**src/rtl/booth_mult_bcd.sv**
```systemverilog
// Signed radix-2 Booth multiplier with sign/magnitude split and
// iterative double-dabble conversion of the magnitude to packed BCD.
//
// Ports:
//   clk, reset (async, active-low)
//   start_i, num_a_i, num_b_i : request and signed operands
//   ready_o                   : idle, start_i is accepted
//   done_o                    : one-cycle pulse, results valid
//   product_o, sign_o         : signed product and its sign
//   magnitude_o               : absolute value of the product
//   bcd_o, bcd_ovf_o          : magnitude mod 10^DIGITS, overflow flag
module booth_mult_bcd #(
    parameter int WIDTH  = 8,
    parameter int DIGITS = 5
) (
    input  logic                  clk,
    input  logic                  reset,
    input  logic                  start_i,
    input  logic [WIDTH-1:0]      num_a_i,
    input  logic [WIDTH-1:0]      num_b_i,
    output logic                  ready_o,
    output logic                  done_o,
    output logic [2*WIDTH-1:0]    product_o,
    output logic                  sign_o,
    output logic [2*WIDTH-1:0]    magnitude_o,
    output logic [4*DIGITS-1:0]   bcd_o,
    output logic                  bcd_ovf_o
);

    localparam int PW = 2 * WIDTH;
    localparam int BW = 4 * DIGITS;
    localparam int CW = $clog2(PW + 1);

    typedef enum logic [2:0] {
        S_IDLE,
        S_MULT,
        S_ABS,
        S_BCD,
        S_DONE
    } state_t;

    state_t            state_q, state_d;
    logic [WIDTH:0]    a_q, a_d;
    logic [WIDTH:0]    m_q, m_d;
    logic [WIDTH-1:0]  q_q, q_d;
    logic              qm1_q, qm1_d;
    logic [CW-1:0]     cnt_q, cnt_d;
    logic              sgn_q, sgn_d;
    logic [PW-1:0]     mag_q, mag_d;
    logic [PW-1:0]     sh_q, sh_d;
    logic [BW-1:0]     acc_q, acc_d;
    logic              ovf_q, ovf_d;

    logic [PW-1:0]     product_q, product_d;
    logic              sign_q, sign_d;
    logic [PW-1:0]     magnitude_q, magnitude_d;
    logic [BW-1:0]     bcd_q, bcd_d;
    logic              bcd_ovf_q, bcd_ovf_d;

    logic [WIDTH:0]    sum;
    logic [PW-1:0]     product;
    logic [PW-1:0]     mag_abs;
    logic [BW-1:0]     adj;
    logic [3:0]        dig;
    logic [BW-1:0]     acc_next;
    logic              carry;

    always_comb begin
        // Booth recoding of the current multiplier bit pair
        sum = a_q;
        unique case ({q_q[0], qm1_q})
            2'b01:   sum = a_q + m_q;
            2'b10:   sum = a_q - m_q;
            default: sum = a_q;
        endcase

        // A's guard bit is pure sign; the low 2*WIDTH bits are exact
        product = {a_q[WIDTH-1:0], q_q};
        mag_abs = product[PW-1] ? (PW'(0) - product) : product;

        // Double-dabble: add 3 to every digit >= 5, then shift left
        adj = '0;
        dig = '0;
        for (int i = 0; i < DIGITS; i++) begin
            dig = acc_q[4*i +: 4];
            adj[4*i +: 4] = (dig >= 4'd5) ? (dig + 4'd3) : dig;
        end
        acc_next = {adj[BW-2:0], sh_q[PW-1]};
        // A bit leaving the top digit means the value reached 10^DIGITS
        carry = adj[BW-1];
    end

    always_comb begin
        state_d     = state_q;
        a_d         = a_q;
        m_d         = m_q;
        q_d         = q_q;
        qm1_d       = qm1_q;
        cnt_d       = cnt_q;
        sgn_d       = sgn_q;
        mag_d       = mag_q;
        sh_d        = sh_q;
        acc_d       = acc_q;
        ovf_d       = ovf_q;
        product_d   = product_q;
        sign_d      = sign_q;
        magnitude_d = magnitude_q;
        bcd_d       = bcd_q;
        bcd_ovf_d   = bcd_ovf_q;

        unique case (state_q)
            S_IDLE: begin
                if (start_i) begin
                    m_d     = {num_a_i[WIDTH-1], num_a_i};
                    q_d     = num_b_i;
                    a_d     = '0;
                    qm1_d   = 1'b0;
                    cnt_d   = CW'(WIDTH);
                    state_d = S_MULT;
                end
            end
            S_MULT: begin
                a_d   = {sum[WIDTH], sum[WIDTH:1]};
                q_d   = {sum[0], q_q[WIDTH-1:1]};
                qm1_d = q_q[0];
                cnt_d = cnt_q - CW'(1);
                if (cnt_q == CW'(1)) begin
                    state_d = S_ABS;
                end
            end
            S_ABS: begin
                sgn_d   = product[PW-1];
                mag_d   = mag_abs;
                sh_d    = mag_abs;
                acc_d   = '0;
                ovf_d   = 1'b0;
                cnt_d   = CW'(PW);
                state_d = S_BCD;
            end
            S_BCD: begin
                acc_d = acc_next;
                ovf_d = ovf_q | carry;
                sh_d  = sh_q << 1;
                cnt_d = cnt_q - CW'(1);
                if (cnt_q == CW'(1)) begin
                    product_d   = product;
                    sign_d      = sgn_q;
                    magnitude_d = mag_q;
                    bcd_d       = acc_next;
                    bcd_ovf_d   = ovf_q | carry;
                    state_d     = S_DONE;
                end
            end
            S_DONE: begin
                state_d = S_IDLE;
            end
            default: begin
                state_d = S_IDLE;
            end
        endcase
    end

    always_ff @(posedge clk or negedge reset) begin
        if (!reset) begin
            state_q     <= S_IDLE;
            a_q         <= '0;
            m_q         <= '0;
            q_q         <= '0;
            qm1_q       <= 1'b0;
            cnt_q       <= '0;
            sgn_q       <= 1'b0;
            mag_q       <= '0;
            sh_q        <= '0;
            acc_q       <= '0;
            ovf_q       <= 1'b0;
            product_q   <= '0;
            sign_q      <= 1'b0;
            magnitude_q <= '0;
            bcd_q       <= '0;
            bcd_ovf_q   <= 1'b0;
        end else begin
            state_q     <= state_d;
            a_q         <= a_d;
            m_q         <= m_d;
            q_q         <= q_d;
            qm1_q       <= qm1_d;
            cnt_q       <= cnt_d;
            sgn_q       <= sgn_d;
            mag_q       <= mag_d;
            sh_q        <= sh_d;
            acc_q       <= acc_d;
            ovf_q       <= ovf_d;
            product_q   <= product_d;
            sign_q      <= sign_d;
            magnitude_q <= magnitude_d;
            bcd_q       <= bcd_d;
            bcd_ovf_q   <= bcd_ovf_d;
        end
    end

    assign ready_o     = (state_q == S_IDLE);
    assign done_o      = (state_q == S_DONE);
    assign product_o   = product_q;
    assign sign_o      = sign_q;
    assign magnitude_o = magnitude_q;
    assign bcd_o       = bcd_q;
    assign bcd_ovf_o   = bcd_ovf_q;

endmodule

```
**config.mk**
```make
export PLATFORM = sky130hd
export DESIGN_NAME = booth_mult_bcd
export DESIGN_NICKNAME = d
export VERILOG_FILES = /design/src/rtl/booth_mult_bcd.sv
export SDC_FILE = /design/constraint.sdc
export NUM_CORES = 1
export LEC_CHECK = 0
export CAP_MARGIN = 10
export CORE_MARGIN = 1
export CORE_UTILIZATION = 51
export DETAILED_ROUTE_END_ITERATION = 7
export PLACE_DENSITY_LB_ADDON = 0.2
export SYNTH_ARGS = -nofsm -noshare
export SYNTH_HDL_FRONTEND = slang
export SYNTH_SLANG_ARGS = --single-unit
```
**constraint.sdc**
```tcl
create_clock -name clk -period 2.4 [get_ports clk]
set_clock_uncertainty 0.05 [all_clocks]
set_input_delay 0.72 -clock clk [delete_from_list [all_inputs] [get_ports clk]]
set_output_delay 0.72 -clock clk [all_outputs]
set_load 0.02 [all_outputs]
```
==> results of run 1 <==
## per-stage QoR
stage                     utilization  cells
after floorplan                     -    710
after global placement          0.619    952
after detailed placement        0.619    952
after CTS                       0.675    991
after global routing            0.683    995
final                           0.683    995
## where the power goes
| group | switching, mW | internal [mW] | total, mW |
|---|---|---|---|
| registers | 0.773 | 3.34 | 4.11 |
| logic | 4.07 | 3.57 | 7.64 |
| clock network | 0.954 | 1.73 | 2.69 |
| total | 5.79 | 8.64 | 14.4 |
## final cells by class
class	count	area (um2)	area share
clock buffer	24	492	0.0561
clock inverter	7	110	0.0126
inverter	22	85.1	0.00971
multi-input combinational	510	3200	0.365
sequential	141	3530	0.403
tap	172	215	0.0246
timing repair buffer	119	1130	0.129
## sequential cells by signal, summed over array words and instances (netlist names), 5 cells and up
name         count
product_o       16
acc_q           20
mag_q           16
a_q              8
m_q              8
cnt_q            5
magnitude_o     16
sh_q            16
q_q              8
bcd_o           20
## worst paths after layout
check	end	depth (start not counted)
hold / removal	bcd_o[13]	1
setup reg to reg	a_q[6]	12
min in group clk	magnitude_o[13]	2
setup / recovery	a_q[6]	12
hold reg to reg	magnitude_o[13]	2
max in group asynchronous	a_q[2]	2
## metal layers
metal,vias to the layer above,share of wire,wire (um),global-route usage
met5,-,0,0,0
met4,0,0.020,327,0.0970
met3,33,0.048,765,0.0509
met2,161,0.49,7820,0.399
met1,2651,0.44,7040,0.302
li1,2618,-,-,-
## placed cells by master, fill, tap and decap left out, drive strengths merged, types with 16 or more instances in the layout
master	count
buf	46
inv	22
clkdlybuf4s50	71
clkbuf	24
nand2	156
o21ai	79
ha	23
dfrtp	141
nand3	16
a21oi	40
nor2	38
xnor2	24
mux2	28
## cells by family (layout without fill, tap and decap cells)
kind of cell,count (synthesis),count (layout),synth area share
AO/OA/AOI/OAI,160,160,0.135
XOR/XNOR,31,31,0.0399
adder cells (fa/ha/maj),24,24,0.0452
buffers and inverters,59,172,0.0355
flip-flops,141,141,0.518
multiplexers,39,39,0.0625
AND/OR/NAND/NOR,256,256,0.164
## timing repair
action	in CTS	in global routing
pin swaps	11	23
setup endpoints to repair	7	7
setup buffers	8	4
resized for setup	15	18
==> impl.org, run 1 <==
** STA
- Final period util :: 1.09
- Counting I/O delays and the setup requirement, the final critical path takes 2.61 ns.
- Relative slew margins :: 0.647
- For this run, the top clock speed supported by timing is between 300 and 400 MHz.
- Sum of negative setup slack :: -0.501 ns
- Final hold violation count :: 0
- The number of max-slew violations in the final report came to 0.
- Hold Slack :: roughly 0.16 ns
- Setup repair after global routing could not meet its margin everywhere.
- Setup violations remaining at the end of the flow were counted as 5.
- At the pin with the least slew margin, the transition time is 0.525 ns.
- Crit path setup slack, layout :: -0.212 ns

** Status
- The checks that failed: negative setup slack.
- Run status :: finished, violations left

** Synth
- Synth Register Bits :: around 140
- Among all flip-flop cells after synthesis, the most frequent one is sky130_fd_sc_hd__dfrtp_1.
- Sequential element share of the synthesized area :: 0.518
- Synthesis produced a netlist with a net count of around 750.
- The cell count after synthesis came out at between 700 and 800.
- By count the netlist is led by 155 x sky130_fd_sc_hd__nand2_1, 141 x sky130_fd_sc_hd__dfrtp_1, 78 x sky130_fd_sc_hd__o21ai_0.
- Synth area leader :: sky130_fd_sc_hd__dfrtp_1
- Async SR Flop Fraction :: 1.00
- Combined area of all synthesized cells :: about 0.0068 mm2
- Synthesis instantiated 47 different standard cells from the library.
- Number of enable-type register cells in the synthesized netlist :: 0
- After synthesis, the mean cell area works out to approximately 9.6 um2.
- Most instantiated library cell after synthesis :: sky130_fd_sc_hd__nand2_1
- Synthesis warning total :: 0
- Of the post-synthesis cell area, the dominant cell type holds 0.518.
- Most area-consuming cells after synthesis :: sky130_fd_sc_hd__dfrtp_1 52%, sky130_fd_sc_hd__nand2_1 8.5%, sky130_fd_sc_hd__o21ai_0 5.7%, sky130_fd_sc_hd__mux2_2 4.6%, sky130_fd_sc_hd__ha_1 4.2%

** Clocking
- The clock reaches the later pin of the worst-skew pair after around 0.43 ns.
- In this run the deepest clock path goes through 2 buffers.
- Hold Buf Count CTS :: 0
- TritonCTS Buffers :: 17
- H-tree levels :: 4
- CTS tree :: done
- Master cell of the clock root buffer :: sky130_fd_sc_hd__clkbuf_16
- Clock-pin slew was measured on the worst setup and hold paths at approximately 0.06 ns.
- Clock tree synthesis found a total of approximately 140 sinks.

** Finish
- Number of fillers in the final layout :: 954
- Final net count :: 854
- The finished cells cover just under 0.009 mm2.
- Fraction of layout instances using a drive strength above 1 :: 0.165
- Compared with the post-synthesis result, the final layout area differs by 28.6%.
- The number of antenna diodes in the final layout is 0.

** Worst setup path
- Max Fanout on Critical Path :: 3
- Critical path origin :: m_q[1]
- The worst setup path is captured at a flip-flop.
- For this design, the slowest cell found on the critical path is sky130_fd_sc_hd__dfrtp_1.
- The critical path is of the flip-flop to flip-flop type.
- Critical Path Source Type :: flip-flop
- The largest single stage delay on the critical path is about 0.40 ns.
- Worst Path Buf+Inv :: 1
- Data on the critical path arrives at its endpoint at between 2 and 3 ns.
- The signal on the critical path passes through inv_2 -> ha_4 -> nor3b_4 -> nor2_2 -> xnor2_2 -> ha_1 -> a21o_1 -> a21o_1 -> a221oi_2 -> xnor2_1 -> mux2i_1 -> o21ai_1.
- Cell family contributing the most delay on the critical path :: compound AO/OA/AOI/OAI gates
- Register-to-register setup slack :: -0.21 ns
- In this design, the critical path's most frequently occurring cell is sky130_fd_sc_hd__a21o_1.
- The worst register-to-register path begins at m_q[1].
- For the worst setup path, the data required time is about 2.7 ns.

** Place
- Once detailed placement completed, the half-perimeter wirelength came to between 10 and 15 mm.
- Setup WS pre-CTS :: -0.146 ns
- Routability congestion estimate from global placement :: slightly below 0.8
- Placed cell areas :: between 0.007 and 0.008 mm2
- Buffers placed on the I/O ports in this run total 74.

** Power
- Maximum vdd ir drop :: roughly 0.00082 V
- Power per standard cell area :: 1650 mW/mm2
- Summed over all cells, the static leakage comes to roughly 4.1 nW.
- Overall power consumption after layout is estimated at approximately 14 mW.

** Flow run
- Total of max-cap violations :: 0

** Drt
- Antenna-violating nets left :: 0
- The routed layout has between 5000 and 6000 vias.
- WL per Instance :: ~16 um
- The first detailed-routing pass took 5 iterations.
- DRC errors left :: 0
- Routed WL :: ~16 mm
- Via density :: roughly 5.5
- The first routing iteration left about 340 violations.

** Global routing
- Vias in the first global route :: 5373
- Number of antenna violations at the first check in global routing :: 0
- First-pass GRT wire length :: between 20 and 30 mm
- Residual overflow from global routing :: 0
- Global routing usage summed across all routing layers :: 0.239
- Maximum number of pins on one net before global-route repair :: 60

** Die
- Row generation in the floorplan step produced 41 rows.
- Starting density of the core :: 0.531
- From bottom edge to top edge, the die measures ~120 um.
- The die is approximately 120 um wide.
- In this run the count of I/O pins placed on the die edge is 75.
- Die ar. :: around 0.014 mm2
- In this run the standard cell core region covers 0.0128 mm2.

** Worst hold path
- The tightest min-delay check is of the input pin to asynchronous set/reset pin type.
(Power assumes the default switching activity.)
==> run 2: changes to the inputs <==
--- a/config.mk
+++ b/config.mk
@@ -5,6 +5,7 @@
 export SDC_FILE = /design/constraint.sdc
 export NUM_CORES = 1
 export LEC_CHECK = 0
+export ABC_AREA = 0
 export CAP_MARGIN = 10
 export CORE_MARGIN = 1
 export CORE_UTILIZATION = 51
==> results of run 2 <==
The final DEF is identical to that of run 1; final timing and power are the same.
